--- config.mk ---
export PLATFORM = sky130hd
export DESIGN_NAME = fft_mem_seq
export DESIGN_NICKNAME = d
export VERILOG_FILES = /design/src/rtl/fft_mem_seq.sv
export SDC_FILE = /design/constraint.sdc
export NUM_CORES = 1
export LEC_CHECK = 0
export CAP_MARGIN = 15
export CORE_ASPECT_RATIO = 0.8
export CORE_MARGIN = 10
export CORE_UTILIZATION = 40
export DETAILED_ROUTE_END_ITERATION = 16
export PLACE_DENSITY = 0.9
export SLEW_MARGIN = 20
export SYNTH_ARGS = -nofsm -noshare
export SYNTH_HDL_FRONTEND = slang
export SYNTH_SLANG_ARGS = --single-unit
--- constraint.sdc ---
create_clock -name CLK -period 5.8 [get_ports CLK]
set_clock_uncertainty 0.2 [all_clocks]
set_input_delay 0.58 -clock CLK [delete_from_list [all_inputs] [get_ports CLK]]
set_output_delay 0.58 -clock CLK [all_outputs]
set_load 0.005 [all_outputs]
--- src/rtl/fft_mem_seq.sv ---
// In-place FFT memory sequencer for a 16-bank SRAM array: per stage, a read pass,
// a wait for the datapath, and a write pass over the same conflict-free addresses.
module fft_mem_seq #(
  parameter int unsigned ROWS      = 4096,
  parameter int unsigned NUM_STAGE = 3
) (
  input  logic        CLK,
  input  logic        RSTN,
  input  logic        START,
  input  logic        PE_ACK,
  output logic        WE,
  output logic [11:0] ADDR0,
  output logic [11:0] ADDR1,
  output logic [11:0] ADDR2,
  output logic [11:0] ADDR3,
  output logic [11:0] ADDR4,
  output logic [11:0] ADDR5,
  output logic [11:0] ADDR6,
  output logic [11:0] ADDR7,
  output logic [11:0] ADDR8,
  output logic [11:0] ADDR9,
  output logic [11:0] ADDR10,
  output logic [11:0] ADDR11,
  output logic [11:0] ADDR12,
  output logic [11:0] ADDR13,
  output logic [11:0] ADDR14,
  output logic [11:0] ADDR15,
  output logic        RD_VLD,
  output logic        WR_ACT,
  output logic [1:0]  STAGE,
  output logic        BUSY,
  output logic        DONE
);

  typedef enum logic [2:0] {IDLE, RD, WAIT, WR, FIN} state_t;

  localparam logic [11:0] ROW_LAST = 12'(ROWS - 1);
  localparam logic [1:0]  STG_LAST = 2'(NUM_STAGE - 1);

  state_t      state, nxt_state;
  logic [11:0] row, nxt_row;
  logic [1:0]  stage, nxt_stage;

  logic        we_d, busy_d, done_d;
  logic [11:0] addr_d [16];
  logic [11:0] addr_q [16];

  always_ff @(posedge CLK) begin
    if (!RSTN) begin
      state <= IDLE;
      row   <= '0;
      stage <= '0;
    end else begin
      state <= nxt_state;
      row   <= nxt_row;
      stage <= nxt_stage;
    end
  end

  always_comb begin
    nxt_state = state;
    nxt_row   = row;
    nxt_stage = stage;
    case (state)
      IDLE: begin
        if (START) begin
          nxt_state = RD;
          nxt_row   = '0;
          nxt_stage = '0;
        end
      end
      RD: begin
        if (row == ROW_LAST) begin
          nxt_state = WAIT;
          nxt_row   = '0;
        end else begin
          nxt_row = row + 12'd1;
        end
      end
      WAIT: begin
        nxt_row = '0;
        if (PE_ACK) nxt_state = WR;
      end
      WR: begin
        if (row == ROW_LAST) begin
          nxt_row = '0;
          if (stage < STG_LAST) begin
            nxt_stage = stage + 2'd1;
            nxt_state = RD;
          end else begin
            nxt_state = FIN;
          end
        end else begin
          nxt_row = row + 12'd1;
        end
      end
      FIN: begin
        nxt_state = IDLE;
        nxt_row   = '0;
      end
      default: begin
        nxt_state = IDLE;
        nxt_row   = '0;
      end
    endcase
  end

  // Outputs are decoded from the next state so the registered values line up with the access cycle
  always_comb begin
    we_d   = (nxt_state == WR);
    busy_d = (nxt_state == RD) || (nxt_state == WAIT) || (nxt_state == WR);
    done_d = (nxt_state == FIN);
    for (int unsigned k = 0; k < 16; k++) begin
      if ((nxt_state == RD) || (nxt_state == WR))
        addr_d[k] = nxt_row ^ (12'(k) << {nxt_stage, 2'b00});
      else
        addr_d[k] = '0;
    end
  end

  always_ff @(posedge CLK) begin
    if (!RSTN) begin
      WE     <= 1'b0;
      RD_VLD <= 1'b0;
      STAGE  <= '0;
      BUSY   <= 1'b0;
      DONE   <= 1'b0;
      for (int unsigned k = 0; k < 16; k++) addr_q[k] <= '0;
    end else begin
      WE     <= we_d;
      RD_VLD <= (state == RD);
      STAGE  <= nxt_stage;
      BUSY   <= busy_d;
      DONE   <= done_d;
      for (int unsigned k = 0; k < 16; k++) addr_q[k] <= addr_d[k];
    end
  end

  assign WR_ACT = WE;

  assign ADDR0  = addr_q[0];
  assign ADDR1  = addr_q[1];
  assign ADDR2  = addr_q[2];
  assign ADDR3  = addr_q[3];
  assign ADDR4  = addr_q[4];
  assign ADDR5  = addr_q[5];
  assign ADDR6  = addr_q[6];
  assign ADDR7  = addr_q[7];
  assign ADDR8  = addr_q[8];
  assign ADDR9  = addr_q[9];
  assign ADDR10 = addr_q[10];
  assign ADDR11 = addr_q[11];
  assign ADDR12 = addr_q[12];
  assign ADDR13 = addr_q[13];
  assign ADDR14 = addr_q[14];
  assign ADDR15 = addr_q[15];

endmodule

==> results of run 1 <==
report_power, final:
part / internal [mW] / switching, mW
combinational: 0.0515 / 0.0357
clock: 0.0945 / 0.0969
sequential: 0.314 / 0.00840
total: 0.460 / 0.141
path summary, 6_finish.rpt:
check	slack [ns]	startpoint	to	cells after the start
setup reg to reg	3.14	row[0]	addr_q[0][89]	6
hold reg to reg	0.40	STAGE[1]	BUSY	1
setup / recovery	3.14	row[0]	addr_q[0][89]	6
hold / removal	0.40	STAGE[1]	BUSY	1
Yosys cell counts (all sizes together) (3+ instances only):
cell | number | share of area (%)
mux2 | 3 | 1.1
o21ai | 6 | 0.94
nand4 | 4 | 0.98
xnor2 | 3 | 0.82
dfxtp | 45 | 28
clkbuf | 4 | 0.47
nand3 | 7 | 1.5
a21oi | 5 | 0.90
inv | 5 | 0.59
nand2b | 4 | 0.78
a22o | 3 | 0.82
xor2 | 5 | 1.4
nor2 | 26 | 3.1
a31oi | 5 | 0.98
and4 | 3 | 0.86
mux2i | 8 | 2.6
nor3 | 5 | 0.78
and2 | 12 | 2.4
nor4 | 5 | 1.5
buf | 175 | 41
nand2 | 15 | 1.8
stage by stage:
stage / std cells / power [mW] / area (µm²) / setup WS (ns)
floorplan: 371 / 0.386 / 3190 / 3.60
global placement: 502 / 0.416 / 4030 / 3.16
CTS: 509 / 0.609 / 4110 / 3.15
global route: 509 / 0.627 / 4110 / 2.98
detailed placement: 502 / 0.419 / 4030 / 3.05
finish: 509 / 0.601 / 4110 / 3.14
flip-flops by register name, indices dropped and copies added, names as in the netlist:
name,cells
WE,1
DONE,1
RD_VLD,1
row,12
STAGE,2
BUSY,1
addr_q,24
state,3
metal layers:
metal  wire, µm  share of wire, %  up-vias  GRT usage (%)
met5          0                 0        -              0
met4         36              0.43        0           2.22
met3        761               9.0        4           4.54
met2       4220                50      130           23.0
met1       3400                40     1046           14.3
li1           -                 -     1106              -
worst register-to-register path, cell delays in order (launching register included):
cell	delay [ns]
dfxtp_1	0.35
ha_1	0.27
and3_1	0.28
a31oi_1	0.70
a31oi_1	0.21
a31oi_1	0.34
mux2i_1	0.24
final cells by class:
| class | count | share of cell area, % |
|---|---|---|
| Timing Repair Buffer | 202 | 49.2 |
| Multi-Input combinational cell | 142 | 23.1 |
| Sequential cell | 45 | 21.9 |
| Tap cell | 108 | 3.29 |
| Clock buffer | 7 | 2.10 |
| Inverter | 5 | 0.456 |
kinds of logic (layout without fill, tap and decap cells):
| kind of cell | Yosys count | in the layout |
|---|---|---|
| multiplexers | 11 | 11 |
| buffers and inverters | 184 | 214 |
| XOR/XNOR | 8 | 8 |
| AND/OR/NAND/NOR | 90 | 90 |
| AO/OA/AOI/OAI | 31 | 31 |
| adder cells (fa/ha/maj) | 2 | 2 |
| flip-flops | 45 | 45 |
==> results.txt, run 1 <==
Clock transition at path regs: 0.08 ns
crit-path max FO: 11
worst path required time: 5.82 ns
syn nets: 377
DR DRC count: 0
cts bufs inserted: 5
WL/cell: 16.5 µm
Tmin final: 2.66 ns
sequential fraction of the synthesis area: 28.2%
post-synthesis cell count: 371
Area growth syn-to-layout: 28.8%
final setup violation count: 0
htree depth: 2
Achievable Freq: 376 MHz
Rows: 29
I/O pins: 203
CP Class: register to register
clock sink total: 45
RePlAce Congestion: 0.863
die height: 99.9 µm
CP max stage cell: a31oi_1
CTS Hold Bufs: 0
post-CTS setup buffer count: 0
peak supply drop: 92.3 µV
max incr delay on CP: 0.70 ns
Post-Synth Simple-Gate Area: 16.2%
die area: 12,000 µm²
Nets: 407
Post-DP HPWL: 7070 µm
status: completed
vias per inst: 4.49
Post-Synth XOR/XNOR Area: 2.20%
RSZ-0062 raised after global routing: false
drt first pass iters: 4
starting DRC count in detailed routing: 147
Mean Syn Cell Area: 8.60 µm²
Compound-Gate Fraction of Synth Area: 6.90%
largest family of logic cells by synthesized area: buffers and inverters
number of port buffers: 202
Post-synth EDFFs: 0
Critical Path AT: 2.68 ns
root buf cell: clkbuf_8
first-pass GRT wire length: 12,600 µm
Slew @ Worst Pin: 0.935 ns
initial antenna violation count: 0
max cap viols: 0
PD cells: 146 nW/µm²
CP delay by family, top: compound AO/OA/AOI/OAI gates
Setup TNS: 0 ns
Post-Syn Area: 3190 µm²
Final Core Density: 52.5%
Fin. Hold Viols: 0
clock buffer depth: 2
Yosys cell types: 51
vias in the first global route: 2,211
Core Box Area: 7840 µm²
Routed Antenna Nets: 0
initial core utilization: 40.7%
synthesis-stage register bit count: 45
most frequent cells in the layout: clkdlybuf4s50_1, dfxtp_1, nor2_1
final WL: 8420 µm
Max-slew headroom: 37.4%
Die Wd: 120 µm
Slew Limit Fails: 0
post-cts resize count: 0
CP endpoint kind: register
largest net degree at the start of global routing: 16
Bufs and invs on worst path: 0
CP most frequent cell: a31oi_1
area occupied by multi-input gates: 948 µm²
Clock Latency Late Sink: 0.29 ns
adder-cell share of the synthesized area: 0.784%
final worst-path cycle share: 45.9%
Yosys Warn Count: 0
asr flop ratio synth: 0%
Diodes inserted: 0
Static Leak: 1.46 nW
DR vias: 2,286
fill count: 731
ys flop type: dfxtp_1
GR Util All Layers: 12.7%
post-synthesis mux area share: 3.68%
area occupied by registers: 901 µm²
leading cell type in the layout, fill and taps excluded: clkdlybuf4s50_1
worst-path cell chain: ha_1 -> and3_1 -> a31oi_1 -> a31oi_1 -> a31oi_1 -> mux2i_1
hold slack final: 0.402 ns
share of layout cells above drive strength 1: 5.49%
overflow left after global routing: 0
CTS tree: yes
Hold WC Path Type: register to register
startpoint types: register
Power figures use the tool's default switching activity.
==> inputs of run 2 (changes only) <==
CORE_UTILIZATION = 37   (was 40)
PLACE_DENSITY = 0.84   (was 0.9)
clock period = 2.53 ns   (was 5.8 ns; I/O delays follow)
==> results.txt, run 2 (synthesis gave the netlist of run 1 again) <==
PD cells: 376 nW/µm² (+160%)
Clock transition at path regs: 0.08 ns (about the same)
initial core utilization: 37.8% (-2.9 points)
vias per inst: 4.42 (-1.6%)
WL/cell: 16.6 µm (+0.63%)
Final Core Density: 50.0% (-2.5 points)
Hold WC Path Type: register to register
peak supply drop: 196 µV (+110%)
Static Leak: 1.52 nW (+4.1%)
CP endpoint kind: register
largest net degree at the start of global routing: 15 (-1)
Max-slew headroom: 46.9% (+9.6 points)
DR vias: 2,303 (+0.74%)
Final Total Pwr: 1.59 mW (+160%)
Die Wd: 124 µm (+3.3%)
GR Util All Layers: 11.9% (-0.78 points)
Slew @ Worst Pin: 0.789 ns (-0.146 ns)
Rows: 30 (+3.4%)
vias in the first global route: 2,192 (-0.86%)
clock sink total: 45 (unchanged)
Placed Area: 4080 µm² (+1.4%)
CTS tree: yes
overflow left after global routing: 0 (unchanged)
status: completed
starting DRC count in detailed routing: 125 (-15%)
number of port buffers: 202 (unchanged)
leading cell type in the layout, fill and taps excluded: clkdlybuf4s50_1
share of layout cells above drive strength 1: 7.82% (+2.3 points)
startpoint types: register
Tmin final: 2.35 ns (-0.309 ns)
cts bufs inserted: 5 (unchanged)
worst path required time: 2.50 ns (-3.32 ns)
die height: 103 µm (+3.2%)
I/O pins: 203 (unchanged)
RePlAce Congestion: 0.925 (+7.2%)
largest registers: addr_q x24, row x12, state x3
Routed Antenna Nets: 0 (unchanged)
most frequent cells in the layout: clkdlybuf4s50_1, dfxtp_1, nor2_1
Post-DP HPWL: 7160 µm (+1.3%)
CTS Hold Bufs: 0 (unchanged)
Nets: 414 (+1.7%)
final setup violation count: 0 (unchanged)
die area: 12,800 µm² (+6.6%)
CP Class: register to register
Biggest register: addr_q
Critical Path AT: 2.33 ns (-0.35 ns)
fin cells: 521 (+2.4%)
RSZ-0062 raised after global routing: false
placed cells: 513 (+2.2%)
htree depth: 2 (unchanged)
final instance area: 4220 µm² (+2.7%)
initial antenna violation count: 0 (unchanged)
crit-path max FO: 11 (unchanged)
Clock Latency Late Sink: 0.30 ns (about the same)
clock buffer depth: 2 (unchanged)
Slew Limit Fails: 0 (unchanged)
Achievable Freq: 425 MHz (+13%)
Fin. Hold Viols: 0 (unchanged)
Diodes inserted: 0 (unchanged)
max reg flops: 24 (unchanged)
first-pass GRT wire length: 12,300 µm (-2.2%)
DR DRC count: 0 (unchanged)
Area growth syn-to-layout: 32.3%
max cap viols: 0 (unchanged)
final worst-path cycle share: 93.0% (+47 points)
final WL: 8670 µm (+3.0%)
root buf cell: clkbuf_8
Core Box Area: 8450 µm² (+7.8%)
Setup TNS: 0 ns (unchanged)
drt first pass iters: 4 (unchanged)
## run 2: changes by cell type in the layout (fill, tap and decap cells not counted), sizes merged
cell	change
clkinv	+1
bufinv	+2
clkbuf	-2
buf	+7
## run 2: final timing paths
kind	endpoint	startpoint	slack (ns)	cells past startpoint
worst max-delay path	addr_q[1][83]	state[1]	0.18	6
worst min-delay path	BUSY	STAGE[1]	0.35	1
worst max register to register	addr_q[1][83]	state[1]	0.18	6
worst min register to register	BUSY	STAGE[1]	0.35	1
## run 2: repair_timing
item	CTS	global route
buffers inserted	0	0
setup endpoints to repair	0	2
hold endpoints to repair	0	0
resized for setup	0	1
## run 2: report_power, final
part | total (mW) | switching (mW) | internal [mW]
Combinational | 0.211 | 0.0869 | 0.124
Clock | 0.635 | 0.243 | 0.392
Sequential | 0.740 | 0.0197 | 0.720
Total | 1.59 | 0.350 | 1.24
## run 2: final cells by class
cell class	count	area, µm²
Multi-Input combinational cell	142	955
Timing Repair Buffer	209	2070
Tap cell	112	140
Clock buffer	5	68.8
Sequential cell	45	901
Fill cell	772	4220
Inverter	5	18.8
Clock inverter	3	65.1
## run 2: critical path, cell delays in order, from the launching register on
cell	delay, ns
dfxtp_1	0.57
nand3b_1	0.19
nor4_4	0.52
mux2i_1	0.36
buf_4	0.19
nand3b_4	0.12
mux2i_1	0.08
## run 2: metrics by stage
| step | hold slack [ns] | worst slack, ns |
|---|---|---|
| CTS | 0.366 | 0.0995 |
| global route | 0.440 | 0.0341 |
| detailed placement | 0.331 | 0.144 |
| global placement | 0.353 | 0.205 |
| floorplan | 0.175 | 0.326 |
| finish | 0.353 | 0.177 |
## run 2: layer usage
layer	wire length [µm]	track usage, %	vias up
met2	4230	20.8	120
met5	0	0	-
met4	53	1.88	0
met3	1150	5.25	7
li1	-	-	1120
met1	3240	13.4	1056
